File: src/rtl/button_debouncer_if.sv
// button_debouncer_if: raw button input and debounced outputs of one button channel
interface button_debouncer_if #(parameter int PRESS_CNT_W = 8);
  logic btn_raw;
  logic btn_level;
  logic press_pulse;
  logic release_pulse;
  logic [PRESS_CNT_W-1:0] press_count;
  modport master(output btn_raw, input btn_level, press_pulse, release_pulse, press_count);
  modport slave(input btn_raw, output btn_level, press_pulse, release_pulse, press_count);
endinterface

File: src/rtl/button_debouncer.sv
// button_debouncer: 2-flop sync, stability-counted FSM, press/release strobes and press counter
module button_debouncer #(
  parameter int DEBOUNCE_CYCLES = 1_000_000,
  parameter int PRESS_CNT_W     = 8,
  parameter bit ACTIVE_LOW_BTN  = 1'b0
) (
  input logic clk,
  input logic rst_ext_n,
  button_debouncer_if.slave bus
);
  localparam int CW = $clog2(DEBOUNCE_CYCLES);
  localparam logic [CW-1:0] LAST = CW'(DEBOUNCE_CYCLES - 1);
  typedef enum logic [1:0] {STABLE_LO, CHK_HI, STABLE_HI, CHK_LO} state_t;
  state_t state;
  logic sync1, sync2, s;
  logic [CW-1:0] stab_cnt;
  assign s = sync2 ^ ACTIVE_LOW_BTN;
  // sync flops reset to the idle pin level so the logical input reads released
  always_ff @(posedge clk or negedge rst_ext_n)
    if (!rst_ext_n) begin
      sync1             <= ACTIVE_LOW_BTN;
      sync2             <= ACTIVE_LOW_BTN;
      state             <= STABLE_LO;
      stab_cnt          <= '0;
      bus.btn_level     <= 1'b0;
      bus.press_pulse   <= 1'b0;
      bus.release_pulse <= 1'b0;
      bus.press_count   <= '0;
    end else begin
      sync1             <= bus.btn_raw;
      sync2             <= sync1;
      bus.press_pulse   <= 1'b0;
      bus.release_pulse <= 1'b0;
      case (state)
        STABLE_LO: if (s) begin
          state    <= CHK_HI;
          stab_cnt <= '0;
        end
        CHK_HI: if (!s) state <= STABLE_LO;
        else if (stab_cnt == LAST) begin
          state           <= STABLE_HI;
          bus.btn_level   <= 1'b1;
          bus.press_pulse <= 1'b1;
          bus.press_count <= bus.press_count + PRESS_CNT_W'(1);
        end else stab_cnt <= stab_cnt + 1'b1;
        STABLE_HI: if (!s) begin
          state    <= CHK_LO;
          stab_cnt <= '0;
        end
        CHK_LO: if (s) state <= STABLE_HI;
        else if (stab_cnt == LAST) begin
          state             <= STABLE_LO;
          bus.btn_level     <= 1'b0;
          bus.release_pulse <= 1'b1;
        end else stab_cnt <= stab_cnt + 1'b1;
      endcase
    end
endmodule
File: src/flat_wrapper.sv
// flat-port wrapper written by rule: the top's interface ports become plain ports
module button_debouncer_flat 
#(
  parameter int DEBOUNCE_CYCLES = 1_000_000,
  parameter int PRESS_CNT_W     = 8,
  parameter bit ACTIVE_LOW_BTN  = 1'b0
)
  (clk, rst_ext_n, bus_btn_raw, bus_btn_level, bus_press_pulse, bus_release_pulse, bus_press_count);
  button_debouncer_if #(.PRESS_CNT_W(PRESS_CNT_W)) bus_i ();
  input logic clk;
  input logic rst_ext_n;
  input wire logic [$bits(bus_i.btn_raw)-1:0] bus_btn_raw;
  output wire logic [$bits(bus_i.btn_level)-1:0] bus_btn_level;
  output wire logic [$bits(bus_i.press_pulse)-1:0] bus_press_pulse;
  output wire logic [$bits(bus_i.release_pulse)-1:0] bus_release_pulse;
  output wire logic [$bits(bus_i.press_count)-1:0] bus_press_count;
  assign bus_i.btn_raw = bus_btn_raw;
  assign bus_btn_level = bus_i.btn_level;
  assign bus_press_pulse = bus_i.press_pulse;
  assign bus_release_pulse = bus_i.release_pulse;
  assign bus_press_count = bus_i.press_count;
  button_debouncer #(.DEBOUNCE_CYCLES(DEBOUNCE_CYCLES), .PRESS_CNT_W(PRESS_CNT_W), .ACTIVE_LOW_BTN(ACTIVE_LOW_BTN)) u_core (.clk(clk), .rst_ext_n(rst_ext_n), .bus(bus_i));
endmodule
File: config.mk
export PLATFORM = sky130hd
export DESIGN_NAME = button_debouncer_flat
export DESIGN_NICKNAME = d
export VERILOG_FILES = /design/src/rtl/button_debouncer_if.sv /design/src/rtl/button_debouncer.sv /design/src/flat_wrapper.sv
export SDC_FILE = /design/constraint.sdc
export NUM_CORES = 1
export LEC_CHECK = 0
export BUFFER_PORTS_ARGS = -buffer_cell sky130_fd_sc_hd__buf_2
export CORE_ASPECT_RATIO = 0.5
export CORE_UTILIZATION = 45
export CTS_BUF_LIST = sky130_fd_sc_hd__clkbuf_16
export CTS_CLUSTER_SIZE = 25
export DETAILED_ROUTE_END_ITERATION = 10
export PLACE_DENSITY = 0.73
export RECOVER_POWER = 25
export SYNTH_ARGS = -nofsm -noshare
export SYNTH_HDL_FRONTEND = slang
export SYNTH_SLANG_ARGS = --single-unit
File: constraint.sdc
create_clock -name clk -period 2.4 [get_ports clk]
set_clock_uncertainty 0.2 [all_clocks]
set_input_delay 0.48 -clock clk [delete_from_list [all_inputs] [get_ports clk]]
set_output_delay 0.48 -clock clk [all_outputs]
set_load 0.02 [all_outputs]
Word-level counts from Yosys, hierarchy flattened:

Cells that the tools add are included.

* add/subtract/negate cells: 2
* equal/unequal tests: 12
* multiplexer cells: 23
* reductions and logical operators: 6

Operator list (number)
* 20-bit 2-to-1 mux: 5
* 20-bit case mux with 4 select lines: 1
* 20-bit by 1-bit adder with 20-bit output (second input constant): 1
* 20-bit == test (second input constant): 1
* 2-bit 2-to-1 mux: 6
* 1-bit 2-to-1 mux: 9
* 8-bit by 1-bit adder with 8-bit output (second input constant): 1
* 2-bit by 1-bit inequality test with 1-bit output (second input constant): 4
* 2-bit case mux with 4 select lines: 1
* 4-bit AND reduction: 2
* 5-bit AND reduction: 1
* 2-bit == test (second input constant): 2
* 2-bit inequality test (second input constant): 2
* 3-bit by 1-bit inequality test with 1-bit output (second input constant): 1
* 3-bit inequality test (second input constant): 1
* 3-bit AND reduction: 1
* 2-bit by 1-bit == test with 1-bit output (second input constant): 1
* 2-bit zero test: 1
* 1-bit case mux with 2 select lines: 1
* 2-bit nonzero test: 1

* register bits after elaboration: 35
* bits of input ports: 3
* word-level logic and storage cells: 51

Depth between registers and ports, before layout:

* word-level depth: 4
* depth in mapped cells: 6

Least setup slack after synthesis:

No wires, ideal clock.

* kind: register to register
* start: reg u_core.stab_cnt[12]
* end: reg u_core.bus.press_count[7]
* setup time: 79 ps
* arrival time: 1889 ps
* required time: 2121 ps
* slack: 232 ps
* stages on the path, launching flop included: 6
* buffers on the path: 1
* cells stage by stage: dfrtp_1 or4b_1 or4_4 buf_6 nor4_2 xor2_1

* cells in the longest elaborated chain, start to end: 2

Ends and longest elaborated chain
* from (decl): line button_debouncer.sv:16 `logic [CW-1:0] stab_cnt;`
* from (signal assigned): line button_debouncer.sv:45 `end else stab_cnt <= stab_cnt + 1'b1;`
* from (signal assigned): line button_debouncer.sv:55 `end else stab_cnt <= stab_cnt + 1'b1;`
* 20-bit == test: line button_debouncer.sv:40 `else if (stab_cnt == LAST) begin`
* 3-bit AND reduction (no line)
* to (signal assigned): line button_debouncer.sv:44 `bus.press_count <= bus.press_count + PRESS_CNT_W'(1);`
* to (decl): line button_debouncer_if.sv:9 `modport slave(input btn_raw, output btn_level, press_pulse, release_pulse, press_count);`

Every way passes these cells.
A chain may end at the register's enable or synchronous reset.

Worst setup path after layout:

* start: reg u_core.stab_cnt[10]
* end: reg u_core.stab_cnt[4]

* cells in the longest elaborated chain, start to end: 4

Ends and longest elaborated chain (line)
* 20-bit == test (*): button_debouncer.sv:40, button_debouncer.sv:51
* 20-bit 2-to-1 mux (*)
* 20-bit 2-to-1 mux, on equally long branches
* 20-bit case mux with 4 select lines (*)

Mark *: on every way between the ends. The rest lies on a longest branch, timed or not. The select of a mux whose other input is x is not followed.

==> impl_metrics.toml <==
[synth]
yosysUniqueCellTypes = 46
synthArstFlopShare = 1.000
synth_area_leader_cell = "dfrtp_1"
post-synth-top-count-cell = "dfrtp_1"
synth_common_cells = "dfrtp_1 (35), nand2_1 (17), a21oi_1 (15), nand3_1 (13), nand4_1 (10)"
syn-num-nets = 199
netlist_area_um2 = 1861
synth_edf_count = 0
ys_top_cells_by_area = "dfrtp_1 (47%), a21oi_1 (4.0%), nand3_1 (3.5%)"
avgSynthCellArea_um2 = 9.590
ys_warn_count = 0
yosysTopAreaCellShare = 0.4707
ys_ff_latch = 35
syn_inst = 194
ys.flop_type = "dfrtp_1"
synth_seq_area_share = 0.4707

[timing]
hold_viol = 0
finalCriticalPeriod_ps = 2288
finalSetupViolations = 0
worst_slew_pin_slew_ps = 871.7
tns_ps = 0
fin_crit_sh = 0.9535
max_freq_ghz = 0.4370
maxSlewHeadroom = 0.4189
rsz0062_at_grt = "no"
final_max_slew_viol_count = 0

[global_routing]
antenna_found_initial = 0
use_met3 = 0.07143
grt_pass1_vias = 1506
top_usage_layer = "met2"
track_usage = 0.2149
grt_pass1_wl_um = 6913
grtUsageMet2 = 0.3691
grt.overflow.total = 0
grt_start_max_net_pins = 36
use_met1 = 0.2580

[floorplan]
rows = 16
die-width_um = 92.94
die_area_um2 = 4411
ios = 14
die_y_um = 47.47
start_util = 0.4742
coreArea_um2 = 3924

[worst_hold_path]
worstHoldPathType = "primary input to asynchronous set/reset pin"

[clock_tree]
path_clk_slew_ps = 50
cts_root_buf = "clkbuf_16"
cts_buffers = 5
tritoncts = "built"
clock_sinks = 35
cts_buffer_depth = 2
cts_resized = 0
cts_hold_buf = 0
cts_htree_levels = 2
clk_latency_ps = 280
post_cts_buffers = 0

[worst_setup_path]
worstPathMaxFanout = 8
cp-end-kind = "flip-flop"
arrival_ps = 2270
critical_path_class = "flip-flop to flip-flop"
cp-start-kind = "flip-flop"
cp.required_ps = 2380

[drt]
first_pass_iters = 4
vias = 1602
vias_per_cell = 5.978
wl_per_cell_um = 15.68
drc = 0
final_antenna_net_count = 0
drt_iter0_markers = 153
wl_um = 4203

[flow_run]
drv_cap = 0

[placement]
portBuffers = 13
hpwl_um = 2891
gp_congestion = 0.8433

[layout]
antenna-diode-count = 0
area_delta_synth_final_pct = 16.07
drive_gt1_frac = 0.1776
nFillCells = 360
final_nets = 219

[power]
p_leak_nw = 0.9300
powerDensity_nw_per_um2 = 585.7
max-vdd-ir-drop_v = 0.0003604
finalPower_mw = 1.265

[outcome]
status = "completed"
## cells by family (layout without fill, tap and decap cells)
| group | after synthesis | count (layout) | synth area share |
|---|---|---|---|
| buffers and inverters | 19 | 39 | 0.04438 |
| XOR/XNOR | 10 | 10 | 0.04707 |
| flip-flops | 35 | 35 | 0.4707 |
| AO/OA/AOI/OAI | 43 | 43 | 0.1459 |
| multiplexers | 5 | 5 | 0.02824 |
| AND/OR/NAND/NOR | 80 | 80 | 0.2502 |
| adder cells (fa/ha/maj) | 2 | 2 | 0.01345 |
## final cells by class
cell class / count / area (um^2) / share of cell area
Inverter: 9 / 33.78 / 0.01564
Timing Repair Buffer: 23 / 140.1 / 0.06489
Clock inverter: 2 / 8.758 / 0.004056
Clock buffer: 5 / 125.1 / 0.05794
Multi-Input combinational cell: 140 / 908.4 / 0.4206
Tap cell: 54 / 67.56 / 0.03129
Sequential cell: 35 / 875.8 / 0.4056
## per-layer routing
metal	wire [um]	vias up	part of all wire
met3	321	9	0.076
met5	0	-	0
met2	1968	61	0.47
met1	1824	767	0.43
li1	-	765	-
met4	89	0	0.021
## final timing paths
path	start	end	slack (ps)	depth (start not counted)
min	rst_ext_n	u_core.stab_cnt[17]$_DFFE_PN0P_	110	1
min reg2reg	u_core.sync1$_DFF_PN0_	u_core.s$_DFF_PN0_	150	0
min in group clk	bus_btn_raw	u_core.sync1$_DFF_PN0_	110	1
max in group asynchronous	rst_ext_n	u_core.stab_cnt[1]$_DFFE_PN0P_	1350	1
max reg2reg	u_core.stab_cnt[10]$_DFFE_PN0P_	u_core.stab_cnt[4]$_DFFE_PN0P_	110	6
max	u_core.stab_cnt[10]$_DFFE_PN0P_	u_core.stab_cnt[4]$_DFFE_PN0P_	110	6
## registers in the layout, summed over array words and instances, names as in the netlist, named ones only
name                      cells
u_core.sync1                  1
u_core.s                      1
u_core.state                  1
u_core.stab_cnt              20
u_core.bus.press_pulse        1
u_core.bus.press_count        8
u_core.bus.btn_level          1
u_core.bus.release_pulse      1
## stage by stage
| stage | utilization | instance area [um^2] | hold slack (ps) | setup slack [ps] | std cells |
|---|---|---|---|---|---|
| after detailed placement | 0.5147 | 2019 | 145.7 | 135.3 | 261 |
| after global placement | 0.5147 | 2019 | 142.0 | 171.9 | 261 |
| after CTS | 0.5488 | 2153 | 99.73 | 106.8 | 268 |
| final | 0.5504 | 2160 | 105.8 | 111.5 | 268 |
| after global routing | 0.5504 | 2160 | 97.35 | 24.50 | 268 |
| after floorplan | - | 1861 | -15.59 | 231.7 | 194 |
## critical path, cell delays in order (launching register included)
cell       delay [ps]
dfrtp_1           450
nor4b_1           550
buf_4             230
and2_1            190
buf_4             180
a2111oi_0         120
a211oi_1          250
## layout by cell type, fill, tap and decap left out, types with 2 or more instances in the layout
| master | count |
|---|---|
| nand2b_1 | 3 |
| nor4_2 | 2 |
| ha_1 | 2 |
| and2_1 | 2 |
| nand4_1 | 10 |
| xor2_1 | 5 |
| or4_1 | 5 |
| clkbuf_16 | 5 |
| nor4_1 | 2 |
| buf_2 | 12 |
| mux2i_1 | 3 |
| buf_4 | 10 |
| nor2_1 | 5 |
| or3_1 | 4 |
| o21ai_0 | 9 |
| nand3_1 | 13 |
| mux2_2 | 2 |
| nor2b_1 | 2 |
| a311oi_1 | 2 |
| a211oi_1 | 3 |
| dfrtp_1 | 35 |
| inv_1 | 9 |
| o211ai_1 | 4 |
| and3_1 | 2 |
| a21oi_1 | 15 |
| nor3_1 | 3 |
| xnor2_1 | 5 |
| o31ai_1 | 4 |
| nand2_1 | 17 |
## where the power goes
group | total (mW) | switching, mW | internal [mW]
clock | 0.609 | 0.236 | 0.373
combinational | 0.0487 | 0.0334 | 0.0153
sequential | 0.607 | 0.00868 | 0.598
total | 1.26 | 0.279 | 0.986
(Power assumes the default switching activity.)
